File: config.mk
export PLATFORM = sky130hd
export DESIGN_NAME = button_debouncer_re_flat
export DESIGN_NICKNAME = d
export VERILOG_FILES = /design/src/rtl/button_debouncer_re_pkg.sv /design/src/rtl/button_debouncer_re_if.sv /design/src/rtl/button_debouncer_re_sync.sv /design/src/rtl/button_debouncer_re.sv /design/src/flat_wrapper.sv
export SDC_FILE = /design/constraint.sdc
export NUM_CORES = 1
export LEC_CHECK = 0
export BUFFER_PORTS_ARGS = -buffer_cell sky130_fd_sc_hd__buf_2
export CORE_MARGIN = 2
export CORE_UTILIZATION = 55
export CTS_CLUSTER_SIZE = 28
export DETAILED_ROUTE_END_ITERATION = 10
export PLACE_DENSITY = 0.7
export SLEW_MARGIN = 0
export SYNTH_ARGS = -nofsm -noshare
export SYNTH_HDL_FRONTEND = slang
export SYNTH_SLANG_ARGS = --single-unit
File: constraint.sdc
create_clock -name clk -period 4.95 [get_ports clk]
set_input_delay 0.2475 -clock clk [delete_from_list [all_inputs] [get_ports clk]]
set_output_delay 0.2475 -clock clk [all_outputs]
set_load 0.01 [all_outputs]
File: src/rtl/button_debouncer_re_pkg.sv
// Shared definitions for the push-button debouncer: FSM state encoding,
// default timing constants and a small state-classification helper.
package button_debouncer_re_pkg;

    // Debouncer FSM states (2-bit encoding)
    typedef enum logic [1:0] {
        S_LOW       = 2'd0,
        S_RISE_WAIT = 2'd1,
        S_HIGH      = 2'd2,
        S_FALL_WAIT = 2'd3
    } db_state_e;

    // Default timing for a 50 MHz system clock; also used by the LED driver top level
    localparam int DEF_SYNC_STAGES     = 2;
    localparam int DEF_DEBOUNCE_CYCLES = 500000;    // 10 ms
    localparam int DEF_REPEAT_DELAY    = 25000000;  // 500 ms
    localparam int DEF_REPEAT_PERIOD   = 5000000;   // 100 ms
    localparam int DEF_CNT_WIDTH       = 25;

    // True while the debounced button is considered held (auto-repeat may count)
    function automatic logic is_held(db_state_e st);
        return (st == S_HIGH) || (st == S_FALL_WAIT);
    endfunction

endpackage

File: src/rtl/button_debouncer_re_if.sv
// Button conditioning bus: raw input and repeat enable towards the debouncer,
// clean level and single-cycle strobes back towards the consumer.
interface button_debouncer_re_if;
    logic btn_raw;
    logic repeat_en;
    logic btn_level;
    logic btn_re;
    logic btn_fe;
    logic btn_pulse;

    modport master (
        output btn_raw,
        output repeat_en,
        input  btn_level,
        input  btn_re,
        input  btn_fe,
        input  btn_pulse
    );

    modport slave (
        input  btn_raw,
        input  repeat_en,
        output btn_level,
        output btn_re,
        output btn_fe,
        output btn_pulse
    );
endinterface

File: src/rtl/button_debouncer_re_sync.sv
// Generic multi-flop synchroniser for a single asynchronous bit.
// Reusable for any other asynchronous input; clears to 0 on reset.
module bit_synchronizer #(
    parameter int STAGES = 2
) (
    input  logic clk,
    input  logic sync_reset,
    input  logic i_d,
    output logic o_q
);

    logic [STAGES-1:0] r_chain;

    // Shift the asynchronous input through the flop chain
    always_ff @(posedge clk) begin
        if (sync_reset) begin
            r_chain <= '0;
        end else begin
            r_chain <= {r_chain[STAGES-2:0], i_d};
        end
    end

    assign o_q = r_chain[STAGES-1];

endmodule

File: src/rtl/button_debouncer_re.sv
// Push-button conditioner: synchronises the raw button, debounces it with a
// four-state FSM, and produces registered edge strobes plus an optional
// auto-repeat pulse train while the button is held.
module button_debouncer_re
    import button_debouncer_re_pkg::*;
#(
    parameter int SYNC_STAGES     = DEF_SYNC_STAGES,
    parameter int DEBOUNCE_CYCLES = DEF_DEBOUNCE_CYCLES,
    parameter int REPEAT_DELAY    = DEF_REPEAT_DELAY,
    parameter int REPEAT_PERIOD   = DEF_REPEAT_PERIOD,
    parameter int CNT_WIDTH       = DEF_CNT_WIDTH
) (
    input  logic                   clk,
    input  logic                   sync_reset,
    button_debouncer_re_if.slave   bus
);

    // A single stable sample is enough: skip the wait states entirely
    localparam bit DB_BYPASS = (DEBOUNCE_CYCLES == 32'sd1);

    localparam logic [CNT_WIDTH-1:0] CNT_ONE         = {{(CNT_WIDTH-1){1'b0}}, 1'b1};
    localparam logic [CNT_WIDTH-1:0] DB_LAST         = CNT_WIDTH'(DEBOUNCE_CYCLES - 32'sd1);
    localparam logic [CNT_WIDTH-1:0] REP_DELAY_LAST  = CNT_WIDTH'(REPEAT_DELAY - 32'sd1);
    localparam logic [CNT_WIDTH-1:0] REP_PERIOD_LAST = CNT_WIDTH'(REPEAT_PERIOD - 32'sd1);

    logic                 w_s;

    db_state_e            r_state;
    logic [CNT_WIDTH-1:0] r_db_cnt;
    logic [CNT_WIDTH-1:0] r_rep_cnt;
    logic                 r_rep_first;
    logic                 r_level;
    logic                 r_re;
    logic                 r_fe;
    logic                 r_pulse;

    db_state_e            w_state_nxt;
    logic [CNT_WIDTH-1:0] w_db_cnt_nxt;
    logic                 w_level_nxt;
    logic                 w_re_nxt;
    logic                 w_fe_nxt;

    logic [CNT_WIDTH-1:0] w_rep_cnt_nxt;
    logic [CNT_WIDTH-1:0] w_rep_lim;
    logic                 w_rep_first_nxt;
    logic                 w_tick;

    bit_synchronizer #(
        .STAGES (SYNC_STAGES)
    ) u_sync (
        .clk        (clk),
        .sync_reset (sync_reset),
        .i_d        (bus.btn_raw),
        .o_q        (w_s)
    );

    // Debounce FSM: next state, debounce counter, level and edge strobes
    always_comb begin
        w_state_nxt  = r_state;
        w_db_cnt_nxt = r_db_cnt;
        w_level_nxt  = r_level;
        w_re_nxt     = 1'b0;
        w_fe_nxt     = 1'b0;

        case (r_state)
            S_LOW: begin
                if (w_s) begin
                    if (DB_BYPASS) begin
                        w_state_nxt  = S_HIGH;
                        w_db_cnt_nxt = '0;
                        w_level_nxt  = 1'b1;
                        w_re_nxt     = 1'b1;
                    end else begin
                        w_state_nxt  = S_RISE_WAIT;
                        w_db_cnt_nxt = CNT_ONE;
                    end
                end else begin
                    w_db_cnt_nxt = '0;
                end
            end
            S_RISE_WAIT: begin
                if (!w_s) begin
                    // Glitch: input fell back before becoming stable
                    w_state_nxt  = S_LOW;
                    w_db_cnt_nxt = '0;
                end else if (r_db_cnt == DB_LAST) begin
                    w_state_nxt  = S_HIGH;
                    w_db_cnt_nxt = '0;
                    w_level_nxt  = 1'b1;
                    w_re_nxt     = 1'b1;
                end else begin
                    w_db_cnt_nxt = r_db_cnt + CNT_ONE;
                end
            end
            S_HIGH: begin
                if (!w_s) begin
                    if (DB_BYPASS) begin
                        w_state_nxt  = S_LOW;
                        w_db_cnt_nxt = '0;
                        w_level_nxt  = 1'b0;
                        w_fe_nxt     = 1'b1;
                    end else begin
                        w_state_nxt  = S_FALL_WAIT;
                        w_db_cnt_nxt = CNT_ONE;
                    end
                end else begin
                    w_db_cnt_nxt = '0;
                end
            end
            S_FALL_WAIT: begin
                if (w_s) begin
                    // Bounce back high: release not yet accepted
                    w_state_nxt  = S_HIGH;
                    w_db_cnt_nxt = '0;
                end else if (r_db_cnt == DB_LAST) begin
                    w_state_nxt  = S_LOW;
                    w_db_cnt_nxt = '0;
                    w_level_nxt  = 1'b0;
                    w_fe_nxt     = 1'b1;
                end else begin
                    w_db_cnt_nxt = r_db_cnt + CNT_ONE;
                end
            end
            default: begin
                w_state_nxt  = S_LOW;
                w_db_cnt_nxt = '0;
                w_level_nxt  = 1'b0;
            end
        endcase
    end

    // Auto-repeat: counts only while held before and after this edge, so it
    // is idle on the press edge and can never tick on the release edge
    always_comb begin
        w_rep_cnt_nxt   = '0;
        w_rep_first_nxt = 1'b1;
        w_tick          = 1'b0;
        w_rep_lim       = r_rep_first ? REP_DELAY_LAST : REP_PERIOD_LAST;

        if (bus.repeat_en && is_held(r_state) && is_held(w_state_nxt)) begin
            if (r_rep_cnt == w_rep_lim) begin
                w_tick          = 1'b1;
                w_rep_cnt_nxt   = '0;
                w_rep_first_nxt = 1'b0;
            end else begin
                w_rep_cnt_nxt   = r_rep_cnt + CNT_ONE;
                w_rep_first_nxt = r_rep_first;
            end
        end else begin
            w_rep_cnt_nxt   = '0;
            w_rep_first_nxt = 1'b1;
        end
    end

    // State, counters and registered outputs; reset dominates everything
    always_ff @(posedge clk) begin
        if (sync_reset) begin
            r_state     <= S_LOW;
            r_db_cnt    <= '0;
            r_rep_cnt   <= '0;
            r_rep_first <= 1'b1;
            r_level     <= 1'b0;
            r_re        <= 1'b0;
            r_fe        <= 1'b0;
            r_pulse     <= 1'b0;
        end else begin
            r_state     <= w_state_nxt;
            r_db_cnt    <= w_db_cnt_nxt;
            r_rep_cnt   <= w_rep_cnt_nxt;
            r_rep_first <= w_rep_first_nxt;
            r_level     <= w_level_nxt;
            r_re        <= w_re_nxt;
            r_fe        <= w_fe_nxt;
            r_pulse     <= w_re_nxt | w_tick;
        end
    end

    assign bus.btn_level = r_level;
    assign bus.btn_re    = r_re;
    assign bus.btn_fe    = r_fe;
    assign bus.btn_pulse = r_pulse;

endmodule

File: src/flat_wrapper.sv
// flat-port wrapper written by rule: the top's interface ports become plain ports
module button_debouncer_re_flat import button_debouncer_re_pkg::*;
#(
    parameter int SYNC_STAGES     = DEF_SYNC_STAGES,
    parameter int DEBOUNCE_CYCLES = DEF_DEBOUNCE_CYCLES,
    parameter int REPEAT_DELAY    = DEF_REPEAT_DELAY,
    parameter int REPEAT_PERIOD   = DEF_REPEAT_PERIOD,
    parameter int CNT_WIDTH       = DEF_CNT_WIDTH
)
  (clk, sync_reset, bus_btn_raw, bus_repeat_en, bus_btn_level, bus_btn_re, bus_btn_fe, bus_btn_pulse);
  button_debouncer_re_if bus_i ();
  input  logic clk;
  input  logic sync_reset;
  input wire logic [$bits(bus_i.btn_raw)-1:0] bus_btn_raw;
  input wire logic [$bits(bus_i.repeat_en)-1:0] bus_repeat_en;
  output wire logic [$bits(bus_i.btn_level)-1:0] bus_btn_level;
  output wire logic [$bits(bus_i.btn_re)-1:0] bus_btn_re;
  output wire logic [$bits(bus_i.btn_fe)-1:0] bus_btn_fe;
  output wire logic [$bits(bus_i.btn_pulse)-1:0] bus_btn_pulse;
  assign bus_i.btn_raw = bus_btn_raw;
  assign bus_i.repeat_en = bus_repeat_en;
  assign bus_btn_level = bus_i.btn_level;
  assign bus_btn_re = bus_i.btn_re;
  assign bus_btn_fe = bus_i.btn_fe;
  assign bus_btn_pulse = bus_i.btn_pulse;
  button_debouncer_re #(.SYNC_STAGES(SYNC_STAGES), .DEBOUNCE_CYCLES(DEBOUNCE_CYCLES), .REPEAT_DELAY(REPEAT_DELAY), .REPEAT_PERIOD(REPEAT_PERIOD), .CNT_WIDTH(CNT_WIDTH)) u_core (.clk(clk), .sync_reset(sync_reset), .bus(bus_i));
endmodule
==> impl_metrics.env <==
export IMPL_outcome="finished, final reports clean"
export IMPL_grt_pass1_vias=1845
export IMPL_drive_gt1_frac=0.0915
export IMPL_io_pins=8
export IMPL_place_inst=342
export IMPL_clkSinkCount=59
export IMPL_grt_max_degree=26
export IMPL_crit_type="reg -> reg"
export IMPL_clk_pin_slew_worst_paths_ns=0.06
export IMPL_core_region_area_sq_um=4440
export IMPL_tns_ns=0
export IMPL_maxCapViolCount=0
export IMPL_htree_num_levels=3
export IMPL_cts_setup_buffers=0
export IMPL_hold_viol=0
export IMPL_ys_ff_latch=59
export IMPL_peakVddDrop_v=0.000209
export IMPL_synth_cell_type_count=34
export IMPL_place_ws_ns=2.53
export IMPL_num_vias=1949
export IMPL_cts_resized=0
export IMPL_grt_setup_unrepaired="false"
export IMPL_ant_nets=0
export IMPL_powerDensity_nw_per_um2=316
export IMPL_grt_overflow=0
export IMPL_clk_latency_ns=0.33
export IMPL_min_path_type="in -> reg"
export IMPL_worst_pin_slew_ns=0.981
export IMPL_finalSetupViolCount=0
export IMPL_netSwitchingPower_uw=179
export IMPL_nets=307
export IMPL_die_area_sq_um=5260
export IMPL_num_antenna_cells=0
export IMPL_grt_antenna_before_repair=0
export IMPL_start_kind="flip-flop"
export IMPL_die_h_um=72.5
export IMPL_crit_fanout=25
export IMPL_p_leak_nw=0.927
export IMPL_synth_area_sq_um=2580
export IMPL_fin_cells=358
export IMPL_syn_inst=289
export IMPL_cts_root_buffer="clkbuf_8"
export IMPL_post_dp_hpwl_um=3030
export IMPL_synth_area_per_cell_sq_um=8.94
export IMPL_rows=24
export IMPL_fin_crit_ns=2.43
export IMPL_fin_crit_sh=0.491
export IMPL_start_util=0.581
export IMPL_synth_area_leader_cell="dfxtp_1"
export IMPL_cts_tree="done"
export IMPL_slew_violations=0
export IMPL_fin_ws_ns=2.52
export IMPL_finalClockSkew_ns=0.00739
export IMPL_seqPwrFrac=0.535
export IMPL_synth_top_area_frac=0.457
export IMPL_yosysSeqAreaShare=0.457
export IMPL_routedWlPerCell_um=12.6
export IMPL_cts_hold_buf=0
export IMPL_area_growth_pct=9.84
export IMPL_async_flop_share=0
export IMPL_drtIter0Drc=68
export IMPL_wl_um=4490
export IMPL_worstPathRequired_ns=5.15
export IMPL_synth_fp_nets=295
export IMPL_arrival_ns=2.63
export IMPL_fmax_mhz=412
export IMPL_drc=0
export IMPL_layout_commonest_cell="nor2_1"
export IMPL_ys_top_cells_by_area="dfxtp_1, xor2_1, nor2_1"
export IMPL_synth_edf_count=0
export IMPL_dr_pass1_iters=4
export IMPL_grt_pass1_wl_um=8180
export IMPL_cts_buffers=9
export IMPL_combPwrFrac=0.007
export IMPL_clockBufferDepth=2
export IMPL_yosys_warnings=0
export IMPL_vias_per_cell=5.44
export IMPL_slew_headroom=0.342
export IMPL_p_int_uw=716
export IMPL_endpoint_kind="flip-flop"
export IMPL_fill_cells=385
export IMPL_port_buffers=7
export IMPL_clockPowerShare=0.458
export IMPL_layout_common_cells="nor2_1, dfxtp_1, xor2_1"
export IMPL_gp_congestion=0.815
export IMPL_synth_ff_type="dfxtp_1"
export IMPL_grt_util_all_layers=0.202
export IMPL_die_w_um=72.5
export IMPL_switching_share=0.200
## cells in the mapped netlist (5+ instances only)
library cell and instances:
nand3_1 18, nor2_1 61, and4_1 5, nand4_1 18, xnor2_1 11, nor3_1 6, xor2_1 36, nand2_1 20
inv_1 6, nor4_1 6, dfxtp_1 59
## critical path, stage by stage (launching register included)
cell and delay [ns]:
dfxtp_1 0.44, nor4b_1 0.46, nand4_1 0.21, or4_4 0.49
o211ai_4 0.57, nor2_1 0.12
## final cells by class
cell class,instances,area (sq um),share of cell area
clock inverter,1,5.00,0.00176
multi-input combinational,218,1340,0.473
inverter,6,22.5,0.00794
tap,52,65.1,0.0229
sequential,59,1180,0.416
clock buffer,15,186,0.0657
timing repair buffer,7,35.0,0.0124
## metrics by stage
stage / cell area, sq um / power, mW / util / hold slack, ns
3_5_place_dp: 2650 / 0.496 / 0.595 / 0.428
3_3_place_gp: 2650 / 0.496 / 0.595 / 0.417
5_1_grt: 2840 / 0.934 / 0.638 / 0.141
2_1_floorplan: 2580 / 0.493 / - / 0.317
6_report: 2840 / 0.895 / 0.638 / 0.136
4_1_cts: 2840 / 0.907 / 0.638 / 0.128
## kinds of logic (layout without fill, tap and decap cells)
logic type	count (synthesis)	count (layout)	synth area share
adders and majority gates	2	2	0.00969
buffers and inverters	12	29	0.0233
and+or+nand+nor	159	159	0.317
muxes	2	2	0.00775
xor gates and xnor gates	47	47	0.159
AOI/OAI and AO/OA	8	8	0.0252
DFF	59	59	0.457
## registers in the layout, indices dropped and copies added, names as in the netlist
register and flops:
u_core.bus.btn_pulse 1, u_core.bus.btn_fe 1, u_core.r_state 2, u_core.u_sync.r_chain 2
u_core.r_rep_cnt 25, u_core.r_db_cnt 25, u_core.bus.btn_re 1, u_core.r_rep_first 1
u_core.bus.btn_level 1
## metal layers
| metal | track usage | vias up | routed length [um] |
|---|---|---|---|
| met5 | 0 | - | 0 |
| met4 | 0.105 | 0 | 97 |
| met3 | 0.0667 | 10 | 111 |
| met2 | 0.317 | 14 | 2090 |
| met1 | 0.247 | 903 | 2190 |
| li1 | - | 1022 | - |
## power groups by stage
stage | Combinational, mW | Clock (mW) | Sequential (mW)
6_report | 0.00661 | 0.410 | 0.479
5_1_grt | 0.00764 | 0.448 | 0.478
4_1_cts | 0.00669 | 0.422 | 0.478
3_5_place_dp | 0.00668 | 0 | 0.489
3_3_place_gp | 0.00656 | 0 | 0.489
2_1_floorplan | 0.00400 | 0 | 0.489
## final timing paths
check / startpoint / end / slack (ns) / cells past startpoint
worst min register to register: u_core.u_sync.r_chain[0] / u_core.u_sync.r_chain[1] / 0.44 / 1
worst max-delay path: u_core.r_db_cnt[13] / u_core.r_rep_cnt[2] / 2.52 / 5
worst max register to register: u_core.r_db_cnt[13] / u_core.r_rep_cnt[2] / 2.52 / 5
worst min-delay path: bus_btn_raw / u_core.u_sync.r_chain[0] / 0.14 / 2
No activity file was read; power rests on OpenSTA's default activity.
